$ cat src/rtl/fault_inj_pkg.sv
// Shared constants and types for the fault injection stage.
package fault_inj_pkg;

   localparam logic [1:0] MODE_OFF  = 2'd0;
   localparam logic [1:0] MODE_SA1  = 2'd1;
   localparam logic [1:0] MODE_SA0  = 2'd2;
   localparam logic [1:0] MODE_FLIP = 2'd3;

   typedef enum logic {
      ST_IDLE  = 1'b0,
      ST_BURST = 1'b1
   } state_t;

   // Galois taps for x^32 + x^22 + x^2 + x + 1
   localparam logic [31:0] LFSR_TAPS = 32'h8020_0003;

   function automatic logic [31:0] lfsr_next(input logic [31:0] s);
      return (s >> 1) ^ (s[0] ? LFSR_TAPS : 32'h0);
   endfunction

endpackage

$ cat src/rtl/fault_inj_lfsr32.sv
// 32-bit maximal-length Galois LFSR; never reaches zero from a
// non-zero seed.
module fault_inj_lfsr32
   import fault_inj_pkg::*;
#(
   parameter logic [31:0] SEED = 32'h0000_0001
) (
   input  logic        clk,
   input  logic        rst,
   input  logic        clk_en,
   output logic [31:0] value
);

   always_ff @(posedge clk or posedge rst) begin
      if (rst) begin
         value <= SEED;
      end else if (clk_en) begin
         value <= lfsr_next(value);
      end
   end

endmodule

$ cat src/rtl/fault_injector.sv
// Runtime-configurable fault injection stage with bursts.
// Optional injection counter: define FAULT_INJ_COUNTER_EN.
module fault_injector
   import fault_inj_pkg::*;
#(
   parameter int          CODEWORD_LENGTH = 30,
   parameter int          IDX_WIDTH       = 5,
   parameter logic [31:0] LFSR_SEED       = 32'h0000_0001,
   parameter int          BURST_WIDTH     = 4
) (
   input  logic                       i_clk,
   input  logic                       i_rst,
   input  logic                       i_clk_en,
   input  logic                       i_cfg_valid,
   input  logic [1:0]                 i_mode,
   input  logic [31:0]                i_threshold,
   input  logic                       i_idx_random,
   input  logic [IDX_WIDTH-1:0]       i_fixed_idx,
   input  logic [BURST_WIDTH-1:0]     i_burst_len,
   input  logic                       i_force,
   input  logic                       i_valid,
   input  logic [CODEWORD_LENGTH-1:0] i_codeword,
   output logic                       o_valid,
   output logic [CODEWORD_LENGTH-1:0] o_codeword,
   output logic [CODEWORD_LENGTH-1:0] o_err_mask
`ifdef FAULT_INJ_COUNTER_EN
   ,
   output logic [31:0]                o_inject_count
`endif
);

   localparam logic [IDX_WIDTH:0] CLW = (IDX_WIDTH+1)'(CODEWORD_LENGTH);
   localparam logic [IDX_WIDTH-1:0] CLN = IDX_WIDTH'(CODEWORD_LENGTH);
   localparam logic [IDX_WIDTH-1:0] LAST = IDX_WIDTH'(CODEWORD_LENGTH - 1);
   localparam logic [BURST_WIDTH-1:0] B_ONE = BURST_WIDTH'(1);

   logic [1:0]                 mode;
   logic [31:0]                threshold;
   logic                       idx_random;
   logic [IDX_WIDTH-1:0]       fixed_idx;
   logic [BURST_WIDTH-1:0]     burst_len;

   state_t                     state;
   logic [IDX_WIDTH-1:0]       idx_lat;
   logic [BURST_WIDTH-1:0]     remaining;
   logic                       force_pend;
   logic [31:0]                lfsr;

   logic                       trig;
   logic                       burst_word;
   logic                       fault;
   logic [IDX_WIDTH-1:0]       rnd_idx;
   logic [IDX_WIDTH-1:0]       fix_idx;
   logic [IDX_WIDTH-1:0]       sel_idx;
   logic [IDX_WIDTH-1:0]       nxt_idx;
   logic [IDX_WIDTH-1:0]       cur_idx;
   logic [BURST_WIDTH-1:0]     blen_eff;
   logic [CODEWORD_LENGTH-1:0] mask;
   logic [CODEWORD_LENGTH-1:0] word;

   fault_inj_lfsr32 #(
      .SEED   (LFSR_SEED)
   ) u_lfsr (
      .clk    (i_clk),
      .rst    (i_rst),
      .clk_en (i_clk_en),
      .value  (lfsr)
   );

   always_comb begin
      // single conditional subtract folds the index into range
      rnd_idx = ({1'b0, lfsr[IDX_WIDTH-1:0]} >= CLW)
              ? lfsr[IDX_WIDTH-1:0] - CLN
              : lfsr[IDX_WIDTH-1:0];
      fix_idx = ({1'b0, fixed_idx} >= CLW) ? LAST : fixed_idx;
      sel_idx = idx_random ? rnd_idx : fix_idx;
      nxt_idx = (idx_lat == LAST) ? '0 : idx_lat + 1'b1;
      blen_eff = (burst_len == '0) ? B_ONE : burst_len;

      trig = i_valid && (state == ST_IDLE) && (mode != MODE_OFF)
          && ((lfsr < threshold) || force_pend);
      burst_word = i_valid && (state == ST_BURST);
      cur_idx = burst_word ? nxt_idx : sel_idx;
      fault = trig || (burst_word && (mode != MODE_OFF));
      mask = fault ? (CODEWORD_LENGTH'(1) << cur_idx) : '0;

      word = i_codeword;
      unique case (mode)
         MODE_SA1:  word = i_codeword | mask;
         MODE_SA0:  word = i_codeword & ~mask;
         MODE_FLIP: word = i_codeword ^ mask;
         default:   word = i_codeword;
      endcase
   end

   always_ff @(posedge i_clk or posedge i_rst) begin
      if (i_rst) begin
         mode       <= MODE_OFF;
         threshold  <= '0;
         idx_random <= 1'b0;
         fixed_idx  <= '0;
         burst_len  <= B_ONE;
         state      <= ST_IDLE;
         idx_lat    <= '0;
         remaining  <= '0;
         force_pend <= 1'b0;
         o_valid    <= 1'b0;
         o_codeword <= '0;
         o_err_mask <= '0;
      end else if (i_clk_en) begin
         o_valid    <= i_valid;
         o_codeword <= i_valid ? word : '0;
         o_err_mask <= i_valid ? mask : '0;

         if (i_cfg_valid) begin
            mode       <= i_mode;
            threshold  <= i_threshold;
            idx_random <= i_idx_random;
            fixed_idx  <= i_fixed_idx;
            burst_len  <= i_burst_len;
         end

         force_pend <= i_force
                    | (force_pend
                       & ~(trig | (i_valid & (mode == MODE_OFF))));

         unique case (state)
            ST_IDLE: begin
               if (trig && (blen_eff > B_ONE)) begin
                  state     <= ST_BURST;
                  idx_lat   <= sel_idx;
                  remaining <= blen_eff - B_ONE;
               end
            end
            ST_BURST: begin
               if (i_valid) begin
                  idx_lat   <= nxt_idx;
                  remaining <= remaining - B_ONE;
               end
               // a config write abandons the burst after this word
               if (i_cfg_valid || (i_valid && remaining == B_ONE)) begin
                  state <= ST_IDLE;
               end
            end
            default: state <= ST_IDLE;
         endcase
      end
   end

`ifdef FAULT_INJ_COUNTER_EN
   always_ff @(posedge i_clk or posedge i_rst) begin
      if (i_rst) begin
         o_inject_count <= '0;
      end else if (i_clk_en) begin
         if (i_cfg_valid) begin
            o_inject_count <= '0;
         end else if (i_valid && fault && (o_inject_count != '1)) begin
            o_inject_count <= o_inject_count + 32'd1;
         end
      end
   end
`endif

endmodule

$ cat config.mk
export PLATFORM = sky130hd
export DESIGN_NAME = fault_injector
export DESIGN_NICKNAME = d
export VERILOG_FILES = /design/src/rtl/fault_inj_pkg.sv /design/src/rtl/fault_inj_lfsr32.sv /design/src/rtl/fault_injector.sv
export SDC_FILE = /design/constraint.sdc
export NUM_CORES = 1
export LEC_CHECK = 0
export CORE_MARGIN = 2
export CORE_UTILIZATION = 46
export CTS_CLUSTER_DIAMETER = 50
export DETAILED_ROUTE_END_ITERATION = 8
export MAX_ROUTING_LAYER = met4
export PLACE_DENSITY = 0.7
export SLEW_MARGIN = 20
export SYNTH_ARGS = -nofsm -noshare
export SYNTH_HDL_FRONTEND = slang
export SYNTH_SLANG_ARGS = --single-unit
$ cat constraint.sdc
create_clock -name i_clk -period 4.8 [get_ports i_clk]
set_input_delay 0.48 -clock i_clk [delete_from_list [all_inputs] [get_ports i_clk]]
set_output_delay 0.48 -clock i_clk [all_outputs]
set_load 0.005 [all_outputs]
==> results of run 1 <==
[path summary, 6_finish.rpt]
check                            endpoint  cells past startpoint
min                               o_valid                      1
max reg2reg                o_codeword[20]                     12
min reg2reg                       o_valid                      1
max                        o_codeword[20]                     12
max in group asynchronous  o_err_mask[15]                      3
min in group asynchronous   o_codeword[5]                      2
[cell type report]
class | count | area [µm²] | share of cell area (%)
Clock buffer | 17 | 425.4 | 3.880
Clock inverter | 14 | 161.4 | 1.472
Inverter | 104 | 395.4 | 3.606
Multi-Input combinational cell | 483 | 4524 | 41.27
Sequential cell | 148 | 3707 | 33.82
Tap cell | 234 | 292.8 | 2.671
Timing Repair Buffer | 148 | 1456 | 13.28
[sequential cells by signal (all words and copies together) (netlist names)]
signal / cells
o_err_mask: 30
fixed_idx: 5
o_codeword: 30
threshold: 32
o_valid: 1
force_pend: 1
burst_len: 4
remaining: 4
idx_random: 1
state: 1
u_lfsr.value: 32
idx_lat: 5
mode: 2
[layer usage]
layer / global-route usage, % / part of all wire (%) / wire length [µm] / vias up
li1: - / - / - / 3020
met1: 26.63 / 45 / 8751 / 3055
met2: 32.70 / 48 / 9208 / 165
met3: 4.206 / 4.7 / 913 / 26
met4: 7.158 / 2.1 / 411 / 0
met5: - / 0 / 0 / -
[logic make-up after synthesis]
group / synth area share, %
AND/OR/NAND/NOR: 6.882
AO/OA/AOI/OAI: 11.77
multiplexers: 18.38
XOR/XNOR: 0.2992
adder cells (fa/ha/maj): 14.10
buffers and inverters: 6.368
flip-flops: 42.20
[power by group]
part / internal [mW] / switching, mW / leakage (nW) / total, mW
sequential: 1.54 / 0.277 / 1.82 / 1.82
clock: 0.812 / 0.537 / 0.289 / 1.35
combinational: 0.822 / 0.844 / 2.83 / 1.67
total: 3.17 / 1.66 / 4.94 / 4.83
[placed cells by master (no fill, tap or decap), types with 3 or more instances in the layout]
| cell type | instances |
|---|---|
| a21oi_1 | 22 |
| a22o_1 | 32 |
| a31oi_1 | 6 |
| and2_1 | 3 |
| and3_1 | 4 |
| buf_4 | 8 |
| bufinv_16 | 3 |
| clkbuf_16 | 17 |
| clkdlybuf4s50_1 | 139 |
| clkinv_2 | 6 |
| dfrtp_1 | 145 |
| ha_1 | 99 |
| inv_1 | 102 |
| inv_6 | 3 |
| mux2_2 | 78 |
| mux2i_1 | 6 |
| mux4_2 | 30 |
| nand2_1 | 45 |
| nand3_1 | 26 |
| nand4_1 | 4 |
| nor2_1 | 27 |
| nor2b_1 | 5 |
| nor3_1 | 8 |
| o211ai_1 | 5 |
| o21ai_0 | 14 |
| o22ai_1 | 4 |
| o2bb2ai_1 | 28 |
[worst reg2reg max path, delay by kind of cell, from the launching register on]
family          cells  cell delay (ns)
flops               1             0.61
compound gates      3             0.70
buf+inv             1             0.08
fa+ha+maj           2             0.55
simple gates        5             1.05
mux                 1             0.46
[synth_stat cells, drive strengths merged, types with 2 or more instances]
master / instances / area [µm²]
o211a: 2 / 20.02
nand4: 4 / 25.02
nor2b: 5 / 31.28
nand3: 26 / 130.1
and3: 4 / 25.02
nor3: 8 / 40.04
mux2: 78 / 878.3
nand2: 47 / 178.9
inv: 104 / 390.4
mux2i: 6 / 60.06
ha: 99 / 1239
o2111ai: 2 / 17.52
a32o: 2 / 20.02
nor2: 27 / 101.4
and2: 3 / 18.77
a22o: 32 / 280.3
dfrtp: 146 / 3654
o21ai: 16 / 80.08
clkbuf: 24 / 90.09
a211oi: 2 / 15.01
mux4: 30 / 675.7
o2bb2ai: 28 / 245.2
o22a: 2 / 17.52
nor3b: 2 / 20.02
xnor2: 2 / 17.52
a21oi: 23 / 118.9
dfstp: 2 / 52.55
o211ai: 6 / 50.05
buf: 13 / 78.82
a31oi: 6 / 37.54
o22ai: 4 / 25.02
[stage by stage]
stage | instance area (µm²) | total power, mW | util (%) | instances
6_report | 10960 | 4.832 | 58.61 | 1148
5_1_grt | 10960 | 5.195 | 58.61 | 1148
3_5_place_dp | 10370 | 3.508 | 55.44 | 1117
2_1_floorplan | 8782 | 2.978 | - | 772
4_1_cts | 10960 | 4.881 | 58.58 | 1148
3_3_place_gp | 10370 | 3.459 | 55.44 | 1117
==> metrics.md, run 1 <==
| Metric | Value |
|---|---|
| Crit path largest cell delay | 0.61 ns |
| Setup TNS Final | 0 ns |
| CP delay by family, top | simple AND/OR/NAND/NOR gates |
| P per Cell Area | 440.8 nW/µm² |
| Buffer and inverter count on the worst path | 1 |
| Crit Path Max Fanout | 7 |
| GPL Wtd Cong | just under 0.9 |
| Clock slew at reported path FFs | around 0.060 ns |
| Clock tree buffer depth | 2 |
| Clock latency at the later pin of the worst-skew pair | 0.43 ns |
| Yosys warns | 0 |
| CTS tree | yes |
| Synthesized Nets | 951 |
| Root Driver | clkbuf_16 |
| Via count | 6266 |
| FILL cells | roughly 1600 |
| Hold Path Class | flop to flop |
| Residual DRC count | 0 |
| Worst setup margin | approximately 1.2 ns |
| Drt pass-1 iters | 4 |
| Ys flop type | dfrtp_1 |
| RSZ-0062 raised after global routing | false |
| Synthesis-stage register bit count | between 100 and 150 |
| First-pass GRT wire length | 31.95 mm |
| Vias in the first global route | ~6300 |
| Clock Sinks | roughly 150 |
| Worst R2R Start | u_lfsr.value[0] |
| H-tree Lvls | 4 |
| Port Buf Inserts | 140 |
| Synth Instances | 772 |
| Final Hold Fails | 0 |
| CTS Buf Count | 17 |
| Setup-failing EPs final | 0 |
| Crit-path cells | inv_1 > ha_1 > nor2_1 > o21ai_0 > and3_1 > o22ai_1 > nand2_1 > nor2_1 > nand3_1 > ha_1 > mux4_2 > a22o_1 |
| Worst setup SP type | flop |
| Post-synth EDFFs | 0 |
| Routed len/inst | 16.80 µm |
| Worst Path Arrival | 3.87 ns |
| Post-synthesis sequential area ratio | 42.20% |
| # IOs | 141 |
| Kind of critical path | flop to flop |
| Min-delay src | o_valid |
| Tcrit/Tclk final | 74.23% |
| Core Region | 18710 µm² |
| Die height | between 100 and 150 µm |
| Max Clk Rate | about 0.28 GHz |
| Static Leak | 4.938 nW |
| Distinct cells, synth | 57 |
| CP max stage cell | dfstp_2 |
| DIE AREA | ~20000 µm² |
| Drt via density | 5.458 |
| Fin Hold WS | between 0.4 and 0.5 ns |
| Clock Skew | 0.01123 ns |
| Max_cap viols | 0 |
| Layout cells sized above 1 | roughly 18% |
| Total GRT Usage | about a fifth |
| DP Worst Slack | 1.053 ns |
| Min Tclk post-route | 3.563 ns |
| Ant. Diodes | 0 |
| Async set-reset flop share out of synthesis | between 90% and 100% |
| Post-CTS setup buffer count | 0 |
| Syn_area_per_cell | around 11 µm² |
| Initial antenna violation count | 0 |
| Crit path capture type | flop |
| Reg2reg setup slack | 1.24 ns |
| Area grow syn2layout | 24.83% |
| Routed wire length | 19.29 mm |
| Initial Util | 46.95% |
| Largest net degree at the start of global routing | 77 |
| Slew @ Worst Pin | 0.7156 ns |
| Cell area after synthesis | 8782 µm² |
| # hold bufs at CTS | 0 |
| GRT overflow | 0 |
| Crit path required time | 5.11 ns |
| DRT antenna net count | 0 |
| Setup crit start | u_lfsr.value[0] |
| CTS resizes | 0 |
| Post-DP HPWL | roughly 14 mm |
| Row cnt | 50 |
| Die Wd | 142.2 µm |
| Slew margin rel. | 52.09% |
| Iter 0 DRT Violations | 375 |
| Layout net count | about 1100 |
| Max-slew violations | 0 |
| Status | finished, final reports clean |
| Peak supply drop | 0.0002687 V |
No activity file was read; power rests on OpenSTA's default activity.
==> inputs of run 2 (changes only) <==
Settings changed: PLACE_DENSITY 0.7 to 0.73.
Clock period 4.8 ns to 2.9 ns, I/O delays scaled along.
==> run 2 against run 1 <==
  * The run now ends with setup timing left
  * Cell area rose by 10%
  * Clock skew increased by 0.0070 ns
  * Final cell count grew 6.7%
  * Maximum frequency rose by 10%
  * Hold slack got worse by 0.29 ns
  * Utilization grew 6.0 points
  * Global-route usage grew 2.0 points
  * Sequential power increased by 60%
  * Sequential cell count is the same
  * Combinational power up 130%
  * First-iteration DRC count down 36%
  * Largest power group is now combinational cells
==> metrics.md, run 2 (synthesis gave the netlist of run 1 again) <==
| Metric | Value |
|---|---|
| Worst setup SP type | flop |
| First-pass GRT wire length | 34.74 mm (+8.7%) |
| Multi-input gate area | 5012 µm² (+11%) |
| Status | finished with violations |
| DIE AREA | 20210 µm² (unchanged) |
| Logic gate share of total power | 43.0% (+8.5 points) |
| # IOs | 141 (unchanged) |
| RSZ-0062 raised after global routing | true |
| Max Clk Rate | 0.3094 GHz (+10%) |
| Internal power | 5.924 mW (+87%) |
| Die Wd | 142.2 µm (unchanged) |
| Root Driver | clkbuf_16 |
| Max-slew violations | 0 (unchanged) |
| Setup TNS Final | -8.470 ns (-8.470 ns) |
| Clock share of power | 24.8% (-3.1 points) |
| Drt via density | 5.429 (-0.54%) |
| Total power draw | 9.086 mW (+88%) |
| Crit path capture type | flop |
| # hold bufs at CTS | 0 (unchanged) |
| Largest regs | threshold (32), u_lfsr.value (32) |
| Residual DRC count | 0 (unchanged) |
| Slew @ Worst Pin | 0.6782 ns (-0.03735 ns) |
| Vias in the first global route | 6908 (+9.7%) |
| Slew margin rel. | 54.79% (+2.7 points) |
| Min Tclk post-route | 3.232 ns (-0.3309 ns) |
| Port Buf Inserts | 140 (unchanged) |
| Routed len/inst | 17.22 µm (+2.5%) |
| Die height | 142.2 µm (unchanged) |
| P per Cell Area | 752.1 nW/µm² (+71%) |
| Initial antenna violation count | 0 (unchanged) |
| Switching power | 3.162 mW (+91%) |
| Clock Sinks | 148 (unchanged) |
| Clock latency at the later pin of the worst-skew pair | 0.44 ns (about the same) |
| Crit Path Max Fanout | 8 (+1) |
| Tcrit/Tclk final | 111.5% (+37 points) |
| GPL Wtd Cong | 0.8820 (+1.7%) |
| Clock Skew | 0.01820 ns (+0.006968 ns) |
| CTS Buf Count | 17 (unchanged) |
| Ant. Diodes | 0 (unchanged) |
| Area grow syn2layout | 37.57% |
| Sw Share | 34.80% (+0.47 points) |
| H-tree Lvls | 4 (unchanged) |
| Final Non-Filler Cells | 1225 (+6.7%) |
| Final Hold Fails | 0 (unchanged) |
| Post-Place Cell Area | 10950 µm² (+5.5%) |
| Crit path required time | 3.22 ns (-1.89 ns) |
| Clock tree buffer depth | 2 (unchanged) |
| Hold Path Class | input pin to async pin |
| FILL cells | 1425 (-11%) |
| Static Leak | 5.499 nW (+11%) |
| Initial Util | 46.95% (unchanged) |
| Register Area | 3707 µm² (unchanged) |
| Peak supply drop | 0.0005708 V (+110%) |
| Layout cells sized above 1 | 29.77% (+12 points) |
| Total GRT Usage | 22.67% (+2.0 points) |
| Fin area | 12080 µm² (+10%) |
| Routed wire length | 21.10 mm (+9.4%) |
| Via count | 6650 (+6.1%) |
| Iter 0 DRT Violations | 240 (-36%) |
| Largest net degree at the start of global routing | 62 (-19%) |
| Kind of critical path | flop to flop |
| Max_cap viols | 0 (unchanged) |
| Setup-failing EPs final | 30 (+30) |
| Worst Path Arrival | 3.55 ns (-0.32 ns) |
| CTS tree | yes |
| DP Cell Count | 1184 (+6.0%) |
| DRT antenna net count | 0 (unchanged) |
| Row cnt | 50 (unchanged) |
| GRT overflow | 0 (unchanged) |
| Worst setup margin | -0.3322 ns (-1.569 ns) |
| Clock slew at reported path FFs | 0.06 ns (about the same) |
| Failing checks | setup timing |
| Drt pass-1 iters | 5 (+1) |
| Layout net count | 1157 (+7.0%) |
| Fin util | 64.59% (+6.0 points) |
| Core Region | 18710 µm² (unchanged) |
| Commonest non-fill, non-tap cells in the layout | dfrtp_1 (145), clkdlybuf4s50_1 (139), inv_1 (102), buf_4 (80), ha_1 (79) |
| Sequential share of power | 32.2% (-5.4 points) |
| Post-DP HPWL | 14.84 mm (+8.2%) |
| Commonest non-fill, non-tap cell in the layout | dfrtp_1 |
[run 2: cell types whose count changed in the layout (fill, tap and decap cells not counted), sizes merged]
cell / change
inv: -1
bufinv: -1
buf: +76
clkinvlp: +1
clkbuf: +5
clkinv: -3
[run 2: worst max-delay path: stages (launching register included)]
cell      delay, ns
dfrtp_1        0.35
inv_1          0.05
ha_1           0.29
nand4_1        0.19
nor2_1         0.07
a221oi_2       0.32
a31oi_4        0.15
a21oi_4        0.21
buf_4          0.17
o211a_4        0.33
nand2_4        0.11
ha_4           0.22
mux4_2         0.46
a22o_1         0.19
[run 2: path summary, 6_finish.rpt]
kind	start	endpoint	slack (ns)	depth (start not counted)
max in group asynchronous	i_rst	mode[0]	2.08	3
worst min-delay path	i_rst	state	0.19	2
min in group i_clk	i_threshold[3]	threshold[3]	0.46	2
worst min register to register	o_valid	o_valid	0.48	1
worst max register to register	threshold[26]	o_codeword[7]	-0.33	13
worst max-delay path	threshold[26]	o_codeword[7]	-0.33	13
[run 2: what timing repair did]
item | 4_1_cts | 5_1_grt
pin swaps | 40 | 4
gates resized for setup | 61 | 14
endpoints found under the setup margin | 30 | 30
setup buffers | 7 | 2
[run 2: power by group through the flow]
| stage | Combinational [mW] | Clock [mW] | Sequential [mW] |
|---|---|---|---|
| after detailed placement | 3.55 | 0 | 2.94 |
| after CTS | 3.80 | 2.30 | 2.92 |
| after global placement | 3.44 | 0 | 2.93 |
| after global routing | 4.32 | 2.38 | 2.99 |
| after floorplan | 2.11 | 0 | 2.87 |
| final | 3.91 | 2.26 | 2.92 |
[run 2: per-layer routing]
| layer | part of all wire (%) | global-route usage [%] | vias up |
|---|---|---|---|
| met5 | 0 | - | - |
| met4 | 1.3 | 5.526 | 0 |
| met3 | 4.9 | 4.542 | 21 |
| met2 | 50 | 38.11 | 168 |
| met1 | 44 | 28.31 | 3282 |
| li1 | - | - | 3179 |
[run 2: area by class of cell]
cell class,count,share of cell area (%)
clock buffers,22,3.925
clock inverters,10,1.025
multi-input cells,483,41.49
well taps,234,2.423
repair buffers,224,17.19
inverters,104,3.262
flip-flops and latches,148,30.69
[run 2: stage by stage]
step	hold WS, ns	worst slack [ns]
3_5_place_dp	0.4695	-0.4834
5_1_grt	0.2123	-0.4767
2_1_floorplan	0.4360	-0.1216
4_1_cts	0.1911	-0.3151
3_3_place_gp	0.4670	-0.4051
6_report	0.1895	-0.3322
==> inputs of run 3 (changes only) <==
Settings changed: CORE_MARGIN 2 to default, SYNTH_HIERARCHICAL from default to 1.
==> run 3 against run 2 <==
  * The flow still finishes with violations (setup timing)
  * Via count is 13% higher
  * Critical path depth is 3 higher
  * Register-to-register slack hardly changed
  * Routed wire length is 8.3% higher
  * Synthesized area is 4.4% higher
  * Critical path type unchanged
  * Highest routed layer unchanged
==> metrics.md, run 3 <==
| Metric | Value |
|---|---|
| Status | finished with violations |
| Failing checks | setup timing |
| Post-synth top area share | 39.86% (-1.7 points) |
| Initial Util | 46.94% (about the same) |
| Number of cells on the critical path | 16 (+3) |
| P per Cell Area | 724.2 nW/µm² (-3.7%) |
| Max_cap viols | 0 (unchanged) |
| Cell area after synthesis | 9166 µm² (+4.4%) |
| Post-DP HPWL | 15.26 mm (+2.8%) |
| Slew margin rel. | 29.18% (-26 points) |
| Setup-failing EPs final | 30 (unchanged) |
| Port Buf Inserts | 140 (unchanged) |
| Worst setup SP type | flop |
| Core Region | 19530 µm² (+4.4%) |
| Post-synthesis sequential area ratio | 40.43% (-1.8 points) |
| Initial antenna violation count | 0 (unchanged) |
| Crit Path Max Fanout | 5 (-3) |
| Async set-reset flop share out of synthesis | 100.0% (unchanged) |
| Layout net count | 1313 (+13%) |
| # hold bufs at CTS | 0 (unchanged) |
| Most frequent cell after synthesis | dfrtp_1 |
| Final Hold Fails | 0 (unchanged) |
| Crit path capture type | flop |
| Synth Area in XOR/XNOR | 0.4778% (+0.18 points) |
| Root Driver | clkbuf_16 |
| Routed len/inst | 16.17 µm (-6.1%) |
| RSZ-0062 raised after global routing | true |
| Worst Path Arrival | 3.52 ns (-0.03 ns) |
| Adder-Cell Fraction of Synth Area | 13.38% (-0.73 points) |
| Vias in the first global route | 7418 (+7.4%) |
| Largest family of logic cells by synthesized area | compound AO/OA/AOI/OAI gates |
| Fin Hold WS | 0.2266 ns (+0.03713 ns) |
| Static Leak | 5.700 nW (+3.7%) |
| Peak supply drop | 0.0004071 V (-29%) |
| Iter 0 DRT Violations | 468 (+95%) |
| Min Tclk post-route | 3.235 ns (+0.003005 ns) |
| Routed wire length | 22.85 mm (+8.3%) |
| Area leader, netlist | dfrtp_1 |
| Buffer and inverter count on the worst path | 3 (+1) |
| CP max stage cell | dfrtp_1 |
| Row cnt | 51 (+2.0%) |
| Complex-gate fraction of the synthesized area | 14.82% (+3.1 points) |
| Reg2reg setup slack | -0.34 ns (about the same) |
| CTS Buf Count | 17 (unchanged) |
| Total GRT Usage | 23.13% (+0.46 points) |
| First-pass GRT wire length | 35.91 mm (+3.4%) |
| Syn_area_per_cell | 9.751 µm² (-14%) |
| Setup crit start | threshold[2] |
| Clock Skew | 0.009491 ns (-0.008710 ns) |
| Post-synth EDFFs | 0 (unchanged) |
| Distinct cells, synth | 62 (+8.8%) |
| Yosys warns | 6 (+6) |
| DIE AREA | 20490 µm² (+1.4%) |
| Residual DRC count | 0 (unchanged) |
| Ys flop type | dfrtp_1 |
| Clock slew at reported path FFs | 0.06 ns (about the same) |
| R2R depth | 16 (+3) |
| Drt pass-1 iters | 5 (unchanged) |
| Layout cells sized above 1 | 24.39% (-5.4 points) |
| RR Endpoint | o_codeword[9] |
| CP endpoint | o_codeword[9] |
| Die height | 143.2 µm (+0.70%) |
| Crit path largest cell delay | 0.39 ns (-0.07 ns) |
| Drt via density | 5.302 (-2.3%) |
| Crit-path cells | inv_2 > ha_4 > a211o_1 > a31oi_2 > o31ai_2 > a211o_1 > a31o_4 > a211oi_4 > buf_6 > buf_12 > nand2_4 > ha_4 > nand2_1 > o21ai_1 > a21oi_1 > o22ai_1 |
| Synthesized Nets | 1118 (+18%) |
| Worst R2R Start | threshold[2] |
| Clock tree buffer depth | 2 (unchanged) |
| Area contributors post-synth | dfrtp_1 (40%), ha_1 (13%), mux2_2 (6.1%) |
| Synthesis-stage register bit count | 148 (unchanged) |
| Post-Synth Simple-Gate Area | 9.173% (+2.3 points) |
| Setup TNS Final | -8.186 ns (+0.2835 ns) |
| Max-slew violations | 0 (unchanged) |
| Crit path required time | 3.19 ns (-0.03 ns) |
| GPL Wtd Cong | 0.8665 (-1.8%) |
| Largest net degree at the start of global routing | 92 (+48%) |
| Worst setup margin | -0.3352 ns (-0.003005 ns) |
| Commonest cells in the netlist | dfrtp_1 (146), inv_1 (131), ha_1 (98) |
| Clock latency at the later pin of the worst-skew pair | 0.43 ns (about the same) |
| Hold Path Class | input pin to async pin |
| Ant. Diodes | 0 (unchanged) |
| Commonest non-fill, non-tap cell in the layout | dfrtp_1 |
| CTS tree | yes |
| H-tree Lvls | 4 (unchanged) |
| Commonest non-fill, non-tap cells in the layout | dfrtp_1 (144), clkdlybuf4s50_1 (139), inv_1 (129), buf_4 (74), nand2_1 (67) |
| Synth Instances | 940 (+22%) |
| Die Wd | 143.2 µm (+0.70%) |
| Largest regs | threshold (32), u_lfsr/value (32) |
| Area grow syn2layout | 36.20% |
| Slew @ Worst Pin | 1.062 ns (+0.3841 ns) |
| DRT antenna net count | 0 (unchanged) |
| GRT overflow | 0 (unchanged) |
| Max Clk Rate | 0.3091 GHz (about the same) |
| Clock Sinks | 148 (unchanged) |
| Kind of critical path | flop to flop |
| Mux contribution to synthesized area | 13.84% (-4.5 points) |
| # IOs | 141 (unchanged) |
| Via count | 7492 (+13%) |
| Tcrit/Tclk final | 111.6% (about the same) |
| CP delay by family, top | compound AO/OA/AOI/OAI gates |
| FILL cells | 1596 (+12%) |
## run 3: worst min-delay path by stage
stage,end,depth (start not counted)
global placement,threshold[4],1
CTS,threshold[15],2
finish,threshold[12],2
global route,threshold[17],2
detailed placement,threshold[16],1
floorplan,u_lfsr/value[10],1
## run 3: per-layer routing
| layer | global-route usage (%) | part of all wire, % | vias to the layer above |
|---|---|---|---|
| met5 | - | 0 | - |
| met4 | 7.301 | 1.9 | 0 |
| met3 | 3.957 | 4.2 | 33 |
| met2 | 38.41 | 50 | 181 |
| met1 | 28.61 | 44 | 3651 |
| li1 | - | - | 3627 |
## run 3: where the power goes
part	internal, mW	leakage (nW)	switching, mW
clock network	1.29	0.272	0.911
registers	2.53	1.84	0.329
logic	2.04	3.59	1.94
## run 3: area by class of cell
cell class	count	area, µm²	area share [%]
Multi-Input combinational cell	616	5286	42.34
Timing Repair Buffer	220	2078	16.65
Clock inverter	12	131.4	1.052
Tap cell	265	331.6	2.656
Clock buffer	20	446.7	3.578
Sequential cell	148	3711	29.73
Inverter	132	499.2	3.999
## run 3: timing repair
| action | in CTS | in global routing |
|---|---|---|
| resized for setup | 44 | 74 |
| setup endpoints to repair | 30 | 32 |
| pin swaps | 33 | 39 |
| buffers inserted | 1 | 3 |
## run 3: per-stage QoR
step	std cells	power (mW)	utilization, %	worst slack (ns)	cell area [µm²]
after floorplan	940	5.054	-	-0.1085	9178
after global placement	1377	6.430	57.98	-0.3494	11320
after detailed placement	1377	6.527	57.98	-0.4115	11320
after CTS	1410	8.855	61.73	-0.3340	12050
after global routing	1413	9.647	63.94	-0.4890	12480
final	1413	9.041	63.94	-0.3352	12480
## run 3: worst register-to-register path: stages, from the launching register on
cell and delay, ns:
dfrtp_1 0.39, inv_2 0.07, ha_4 0.20, a211o_1 0.30, a31oi_2 0.18, o31ai_2 0.09
a211o_1 0.32, a31o_4 0.31, a211oi_4 0.25, buf_6 0.17, buf_12 0.13, nand2_4 0.06
ha_4 0.20, nand2_1 0.05, o21ai_1 0.08, a21oi_1 0.20, o22ai_1 0.08
## run 3: cells by family after synthesis
kind of cell,Yosys count
buf+inv,176
compound gates,208
xor+xnor,5
flops,148
simple gates,197
mux,108
fa+ha+maj,98
